$ cat src/rtl/charger_pkg.sv
// Shared charger constants, session state encoding and small arithmetic helpers.
// The display driver imports the same defaults, so keep them in sync here.
package charger_pkg;

  typedef enum logic [1:0] {
    ST_IDLE,
    ST_ENTRY,
    ST_TIMING
  } state_e;

  localparam int unsigned DEF_DIV_COUNT = 50_000_000;
  localparam int unsigned DEF_MAX_MONEY = 20;
  localparam int unsigned DEF_UNIT_SEC  = 2;
  localparam int unsigned KEY_MAX_DIGIT = 9;

  // Bits needed to hold values 0..max_val (never less than one bit).
  function automatic int unsigned bits_for(input int unsigned max_val);
    return (max_val < 2) ? 1 : $clog2(max_val + 1);
  endfunction

  function automatic logic [31:0] sat32(input logic [31:0] v, input logic [31:0] cap);
    return (v > cap) ? cap : v;
  endfunction

endpackage

$ cat src/rtl/charge_session_ctrl_if.sv
// Keypad/command inputs and display/relay outputs of the charge session controller.
interface charge_session_ctrl_if #(
  parameter int unsigned MONEY_W = 5,
  parameter int unsigned TIME_W  = 6
);
  logic               key_valid;
  logic [3:0]         key_value;
  logic               start;
  logic               cancel;
  logic [MONEY_W-1:0] all_money;
  logic [TIME_W-1:0]  remaining_time;
  logic               timing;
  logic               done;
  logic               key_err;

  modport master (
    output key_valid, key_value, start, cancel,
    input  all_money, remaining_time, timing, done, key_err
  );

  modport slave (
    input  key_valid, key_value, start, cancel,
    output all_money, remaining_time, timing, done, key_err
  );
endinterface

$ cat src/rtl/charge_session_ctrl_tick_gen.sv
// Countdown prescaler: one-cycle tick every DIV_COUNT enabled cycles.
// clr has priority and parks the counter at zero.
module tick_gen
  import charger_pkg::*;
#(
  parameter int unsigned DIV_COUNT = DEF_DIV_COUNT
) (
  input  logic clk,
  input  logic rst_n,
  input  logic en,
  input  logic clr,
  output logic tick
);

  localparam int unsigned     CNT_W    = bits_for(DIV_COUNT - 1);
  localparam logic [CNT_W-1:0] CNT_LAST = CNT_W'(DIV_COUNT - 1);

  logic [CNT_W-1:0] cnt_q, cnt_d;

  assign tick = en && !clr && (cnt_q == CNT_LAST);

  always_comb begin
    cnt_d = cnt_q;
    if (clr) begin
      cnt_d = '0;
    end else if (en) begin
      cnt_d = (cnt_q == CNT_LAST) ? '0 : cnt_q + CNT_W'(1);
    end
  end

  always_ff @(posedge clk or negedge rst_n) begin
    if (!rst_n) begin
      cnt_q <= '0;
    end else begin
      cnt_q <= cnt_d;
    end
  end

endmodule

$ cat src/rtl/charge_session_ctrl.sv
// Charge session controller: keypad amount entry with saturation, conversion to
// seconds, prescaled countdown, cancel, optional top-up and completion pulse.
module charge_session_ctrl
  import charger_pkg::*;
#(
  parameter int unsigned DIV_COUNT  = DEF_DIV_COUNT,
  parameter int unsigned MAX_MONEY  = DEF_MAX_MONEY,
  parameter int unsigned UNIT_SEC   = DEF_UNIT_SEC,
  parameter int unsigned MAX_DIGITS = 2,
  parameter bit          TOPUP_EN   = 1'b0
) (
  input logic                  clk,
  input logic                  rst_n,
  charge_session_ctrl_if.slave bus
);

  localparam int unsigned MONEY_W = bits_for(MAX_MONEY);
  localparam int unsigned TIME_W  = bits_for(MAX_MONEY * UNIT_SEC);
  localparam int unsigned DIG_W   = bits_for(MAX_DIGITS);
  localparam logic [31:0] MONEY_CAP = 32'(MAX_MONEY);
  localparam logic [31:0] TIME_CAP  = 32'(MAX_MONEY * UNIT_SEC);

  state_e             state_q, state_d;
  logic [MONEY_W-1:0] money_q, money_d;
  logic [TIME_W-1:0]  time_q, time_d;
  logic [DIG_W-1:0]   digits_q, digits_d;
  logic               timing_q, timing_d;
  logic               done_q, done_d;
  logic               key_err_q, key_err_d;

  logic        tick;
  logic        key_ok;
  logic        key_bad;
  logic        topup_hit;
  logic [31:0] d_ext;
  logic [31:0] money_ext;
  logic [31:0] time_ext;
  logic [31:0] entry_money;
  logic [31:0] topup_money;
  logic [31:0] topup_add;
  logic [31:0] time_next;

  tick_gen #(
    .DIV_COUNT(DIV_COUNT)
  ) u_tick_gen (
    .clk  (clk),
    .rst_n(rst_n),
    .en   (state_q == ST_TIMING),
    .clr  (state_q != ST_TIMING),
    .tick (tick)
  );

  assign key_ok    = bus.key_valid && (32'(bus.key_value) <= KEY_MAX_DIGIT);
  assign key_bad   = bus.key_valid && (32'(bus.key_value) >  KEY_MAX_DIGIT);
  assign topup_hit = TOPUP_EN && key_ok;

  // All arithmetic is done 32 bits wide and clamped before narrowing, so nothing wraps.
  assign d_ext       = 32'(bus.key_value);
  assign money_ext   = 32'(money_q);
  assign time_ext    = 32'(time_q);
  assign entry_money = sat32(money_ext * 32'd10 + d_ext, MONEY_CAP);
  assign topup_money = sat32(money_ext + d_ext, MONEY_CAP);
  assign topup_add   = topup_hit ? d_ext * 32'(UNIT_SEC) : '0;
  assign time_next   = sat32(time_ext - 32'(tick) + topup_add, TIME_CAP);

  always_comb begin
    state_d   = state_q;
    money_d   = money_q;
    time_d    = time_q;
    digits_d  = digits_q;
    timing_d  = timing_q;
    done_d    = 1'b0;
    key_err_d = key_bad;

    unique case (state_q)
      ST_IDLE: begin
        if (!bus.cancel && key_ok) begin
          state_d  = ST_ENTRY;
          money_d  = MONEY_W'(sat32(d_ext, MONEY_CAP));
          digits_d = DIG_W'(1);
        end
      end

      ST_ENTRY: begin
        if (bus.cancel) begin
          state_d  = ST_IDLE;
          money_d  = '0;
          time_d   = '0;
          timing_d = 1'b0;
          digits_d = '0;
        end else if (bus.start) begin
          // A start with no money is ignored but still swallows a same-cycle key.
          if (money_q != '0) begin
            state_d  = ST_TIMING;
            timing_d = 1'b1;
            time_d   = TIME_W'(money_ext * 32'(UNIT_SEC));
          end
        end else if (key_ok && (digits_q < DIG_W'(MAX_DIGITS))) begin
          money_d  = MONEY_W'(entry_money);
          digits_d = digits_q + DIG_W'(1);
        end
      end

      ST_TIMING: begin
        if (bus.cancel) begin
          state_d  = ST_IDLE;
          money_d  = '0;
          time_d   = '0;
          timing_d = 1'b0;
          digits_d = '0;
        end else if (time_next == '0) begin
          state_d  = ST_IDLE;
          money_d  = '0;
          time_d   = '0;
          timing_d = 1'b0;
          digits_d = '0;
          done_d   = 1'b1;
        end else begin
          time_d = TIME_W'(time_next);
          if (topup_hit) begin
            money_d = MONEY_W'(topup_money);
          end
        end
      end

      default: begin
        state_d = ST_IDLE;
      end
    endcase
  end

  always_ff @(posedge clk or negedge rst_n) begin
    if (!rst_n) begin
      state_q   <= ST_IDLE;
      money_q   <= '0;
      time_q    <= '0;
      digits_q  <= '0;
      timing_q  <= 1'b0;
      done_q    <= 1'b0;
      key_err_q <= 1'b0;
    end else begin
      state_q   <= state_d;
      money_q   <= money_d;
      time_q    <= time_d;
      digits_q  <= digits_d;
      timing_q  <= timing_d;
      done_q    <= done_d;
      key_err_q <= key_err_d;
    end
  end

  assign bus.all_money      = money_q;
  assign bus.remaining_time = time_q;
  assign bus.timing         = timing_q;
  assign bus.done           = done_q;
  assign bus.key_err        = key_err_q;

endmodule

$ cat src/flat_wrapper.sv
// flat-port wrapper written by rule: the top's interface ports become plain ports
module charge_session_ctrl_flat import charger_pkg::*;
#(
  parameter int unsigned DIV_COUNT  = DEF_DIV_COUNT,
  parameter int unsigned MAX_MONEY  = DEF_MAX_MONEY,
  parameter int unsigned UNIT_SEC   = DEF_UNIT_SEC,
  parameter int unsigned MAX_DIGITS = 2,
  parameter bit          TOPUP_EN   = 1'b0
)
  (clk, rst_n, bus_key_valid, bus_key_value, bus_start, bus_cancel, bus_all_money, bus_remaining_time, bus_timing, bus_done, bus_key_err);
  charge_session_ctrl_if #(.MONEY_W((bits_for((20)))), .TIME_W((bits_for(((20) * (2)))))) bus_i ();
  input logic clk;
  input logic rst_n;
  input wire logic [$bits(bus_i.key_valid)-1:0] bus_key_valid;
  input wire logic [$bits(bus_i.key_value)-1:0] bus_key_value;
  input wire logic [$bits(bus_i.start)-1:0] bus_start;
  input wire logic [$bits(bus_i.cancel)-1:0] bus_cancel;
  output wire logic [$bits(bus_i.all_money)-1:0] bus_all_money;
  output wire logic [$bits(bus_i.remaining_time)-1:0] bus_remaining_time;
  output wire logic [$bits(bus_i.timing)-1:0] bus_timing;
  output wire logic [$bits(bus_i.done)-1:0] bus_done;
  output wire logic [$bits(bus_i.key_err)-1:0] bus_key_err;
  assign bus_i.key_valid = bus_key_valid;
  assign bus_i.key_value = bus_key_value;
  assign bus_i.start = bus_start;
  assign bus_i.cancel = bus_cancel;
  assign bus_all_money = bus_i.all_money;
  assign bus_remaining_time = bus_i.remaining_time;
  assign bus_timing = bus_i.timing;
  assign bus_done = bus_i.done;
  assign bus_key_err = bus_i.key_err;
  charge_session_ctrl #(.DIV_COUNT(DIV_COUNT), .MAX_MONEY(MAX_MONEY), .UNIT_SEC(UNIT_SEC), .MAX_DIGITS(MAX_DIGITS), .TOPUP_EN(TOPUP_EN)) u_core (.clk(clk), .rst_n(rst_n), .bus(bus_i));
endmodule
$ cat config.mk
export PLATFORM = sky130hd
export DESIGN_NAME = charge_session_ctrl_flat
export DESIGN_NICKNAME = d
export VERILOG_FILES = /design/src/rtl/charger_pkg.sv /design/src/rtl/charge_session_ctrl_if.sv /design/src/rtl/charge_session_ctrl_tick_gen.sv /design/src/rtl/charge_session_ctrl.sv /design/src/flat_wrapper.sv
export SDC_FILE = /design/constraint.sdc
export NUM_CORES = 1
export LEC_CHECK = 0
export CORE_MARGIN = 10
export CORE_UTILIZATION = 44
export CTS_CLUSTER_SIZE = 16
export DETAILED_ROUTE_END_ITERATION = 12
export SYNTH_ARGS = -nofsm -noshare
export SYNTH_HDL_FRONTEND = slang
export SYNTH_SLANG_ARGS = --single-unit
$ cat constraint.sdc
create_clock -name clk -period 8.9 [get_ports clk]
set_input_delay 1.78 -clock clk [delete_from_list [all_inputs] [get_ports clk]]
set_output_delay 1.78 -clock clk [all_outputs]
set_load 0.01 [all_outputs]
==> results.py <==
metrics = {
    "run_status": {
        "status": "complete, no violations",
    },
    "clock_tree": {
        "tritoncts": "done",
        "clock_latency_ps": 300,
        "cts_root_buffer": "clkbuf_8",
        "cts_buffers": 5,
        "cts-htree-levels": 2,
        "clkTransAtPathRegs_ps": 80,
        "cts.sinks": 44,
        "clock_path_buffers": 2,
        "cts_resized": 0,
        "cts_hold_buf": 0,
        "cts_setup_buffers": 0,
    },
    "layout": {
        "regArea_um2": 1100,
        "area_growth_pct": 13.8,
        "diodes": 0,
        "layout-drive-gt1-share_pct": 6.43,
        "stdcell_count": 386,
        "final_nets": 338,
        "nFillCells": 568,
        "multi_input_area_um2": 1580,
    },
    "synth": {
        "ys.flop_type": "dfrtp_1",
        "synth_seq_cells": 44,
        "ys_warn_count": 0,
        "ys_types": 59,
        "syn_area_um2": 2770,
        "synth.avg_cell_area_um2": 9.66,
        "async_reset_ff_share_pct": 100,
        "syn_inst": 287,
        "synth_seq_area_share_pct": 39.7,
        "synth_nets": 315,
        "synth_edf_count": 0,
    },
    "sta": {
        "setup_ws_ps": 5050,
        "finalCriticalPeriod_ps": 3850,
        "max_freq_mhz": 260,
        "rsz0062_at_grt": "no",
        "holdWs_ps": 499,
        "drv_slew": 0,
        "worst_pin_slew_ps": 1000,
        "clock_skew_ps": 13.0,
        "finalCritPeriodShare_pct": 43.3,
        "fin_setup_tns_ps": 0,
        "setup_viol": 0,
        "hold_violations": 0,
        "slew_headroom_pct": 33.3,
    },
    "global_routing": {
        "grt_pass1_vias": 2140,
        "grt_remaining_overflow": 0,
        "grt_pass1_wl_um": 10400,
        "grt_usage_pct": 12.4,
        "grt_max_degree": 45,
        "antenna_found_initial": 0,
    },
    "flow_run": {
        "max_cap_viol_count": 0,
    },
    "worst_hold_path": {
        "worstHoldStart": "u_core.bus.timing",
        "whs_path_depth": 1,
        "min_delay_worst_endpoint": "u_core.bus.timing",
        "hp-class": "flip-flop to flip-flop",
    },
    "floorplanning": {
        "die-width_um": 99.4,
        "start_util_pct": 46.0,
        "die_area_um2": 9870,
        "coreArea_um2": 6030,
        "die_h_um": 99.4,
        "pin_count": 23,
        "fp-row-count": 28,
    },
    "route": {
        "firstDrtPassIters": 4,
        "drc": 0,
        "wl_per_cell_um": 16.1,
        "num_vias": 2166,
        "wl_um": 6200,
        "vias_per_cell": 5.61,
        "ant_nets": 0,
        "drt_iter0_markers": 70,
    },
    "setup_path": {
        "r2r_start": "u_core.u_tick_gen.cnt_q[9]",
        "cp.arrival_ps": 4090,
        "crit_type": "input port to flip-flop",
        "startpoint": "bus_key_value[2]",
        "cp_max_fo": 5,
        "r2r_cells": 11,
        "r2r_slack_ps": 5650,
        "crit_path_end_kind": "flip-flop",
        "regToRegEndpoint": "u_core.bus.all_money[1]",
        "required_ps": 9140,
        "critPathLaunchType": "input port",
    },
    "power_and_ir_drop": {
        "total_power_mw": 0.839,
        "ir_drop_uv": 221,
        "cellPowerDensity_nw_per_um2": 266,
        "power.leakage_nw": 1.33,
    },
    "placement": {
        "gp_congestion": 0.824,
        "dp_hpwl_um": 4520,
        "placed_cells": 378,
        "portBuffers": 22,
        "place_ws_ps": 4760,
    },
}
## worst max-delay path by stage
| stage | end | slack [ps] | cells after the start |
|---|---|---|---|
| after floorplan | u_core.bus.all_money[1] | 5410 | 7 |
| after global placement | u_core.bus.all_money[3] | 4820 | 7 |
| after detailed placement | u_core.bus.all_money[1] | 4760 | 7 |
| after CTS | u_core.bus.all_money[1] | 5070 | 7 |
| after global routing | u_core.bus.all_money[1] | 4940 | 8 |
| final | u_core.bus.all_money[1] | 5050 | 7 |
## layout make-up
class,instances,area share [%]
Clock buffer,6,2.30
Clock inverter,2,1.11
Inverter,14,1.67
Multi-Input combinational cell,223,50.2
Sequential cell,44,34.9
Tap cell,75,2.98
Timing Repair Buffer,22,6.82
## state kept, by name, summed over array words and instances, names as in the netlist
register,count
u_core.digits_q,2
u_core.bus.done,1
u_core.state_q,2
u_core.bus.remaining_time,6
u_core.bus.timing,1
u_core.bus.all_money,5
u_core.u_tick_gen.cnt_q,26
u_core.bus.key_err,1
## per-layer routing
metal  part of all wire, %  GRT usage, %
met1                    48          15.7
met2                    48          20.9
met3                   3.6          3.04
met4                  0.64          2.54
met5                     0             0
## report_power, final
group	internal [mW]	switching [mW]	total (mW)
combinational	0.186	0.217	0.404
sequential	0.230	0.0521	0.282
clock	0.0834	0.0693	0.153
## cells in the mapped netlist (3+ instances only)
library cell | n | share of area (%)
inv_1 | 14 | 1.9
nand2_1 | 15 | 2.0
nand2b_1 | 7 | 1.6
and4_1 | 4 | 1.3
nor3_1 | 4 | 0.72
nor2_1 | 34 | 4.6
and3_1 | 6 | 1.4
buf_2 | 3 | 0.54
o21ai_0 | 6 | 1.1
dfrtp_1 | 44 | 40
xnor2_1 | 13 | 4.1
nor2b_1 | 4 | 0.90
a31oi_1 | 6 | 1.4
nand4_1 | 10 | 2.3
a22oi_1 | 4 | 1.1
and2_1 | 6 | 1.4
a21oi_1 | 9 | 1.6
ha_1 | 17 | 7.7
nand3_1 | 11 | 2.0
xor2_1 | 16 | 5.1
## worst max-delay path, stage by stage
cell and delay [ps]:
clkdlybuf4s50_1 560, ha_1 270, a21o_1 180, or3_1 350, a2111o_1 440, o32ai_1 310, mux2_4 190
## placed cells by master, fill, tap and decap left out, types with 2 or more instances in the layout
cell type	netlist	routed
nand2_1	15	15
nor3_2	2	2
nand4_1	10	10
nand2b_1	7	7
clkdlybuf4s50_1	0	21
o22ai_1	2	2
o311ai_1	2	2
a21o_1	2	2
nor2_1	34	34
and3_1	6	6
clkbuf_8	0	5
and3b_1	2	2
a21oi_1	9	9
o211ai_1	2	2
o41ai_1	2	2
nor2b_1	4	4
a31oi_1	6	6
o21a_1	2	2
fa_1	2	2
nor3_1	4	4
o31ai_1	2	2
nand3_1	11	11
o21ai_0	6	6
xor2_1	16	16
a31o_2	2	2
xnor2_1	13	13
ha_1	17	17
a22oi_1	4	4
mux2_4	2	2
nor4b_1	2	2
inv_1	14	14
and4_1	4	4
and2_1	6	6
or2_2	2	2
dfrtp_1	44	44
## stage by stage
| step | area, um2 | utilization (%) |
|---|---|---|
| after CTS | 3150 | 52.3 |
| after global placement | 3050 | 50.6 |
| after floorplan | 2770 | - |
| after detailed placement | 3050 | 50.6 |
| final | 3150 | 52.3 |
| after global routing | 3150 | 52.3 |
## kinds of logic after synthesis
family	Yosys count	share of synthesized area [%]
multiplexers	3	1.44
AO/OA/AOI/OAI	56	14.4
XOR/XNOR	29	9.16
adder cells (fa/ha/maj)	19	9.12
buffers and inverters	20	3.12
AND/OR/NAND/NOR	116	23.0
flip-flops	44	39.7
No activity file was read; power rests on OpenSTA's default activity.
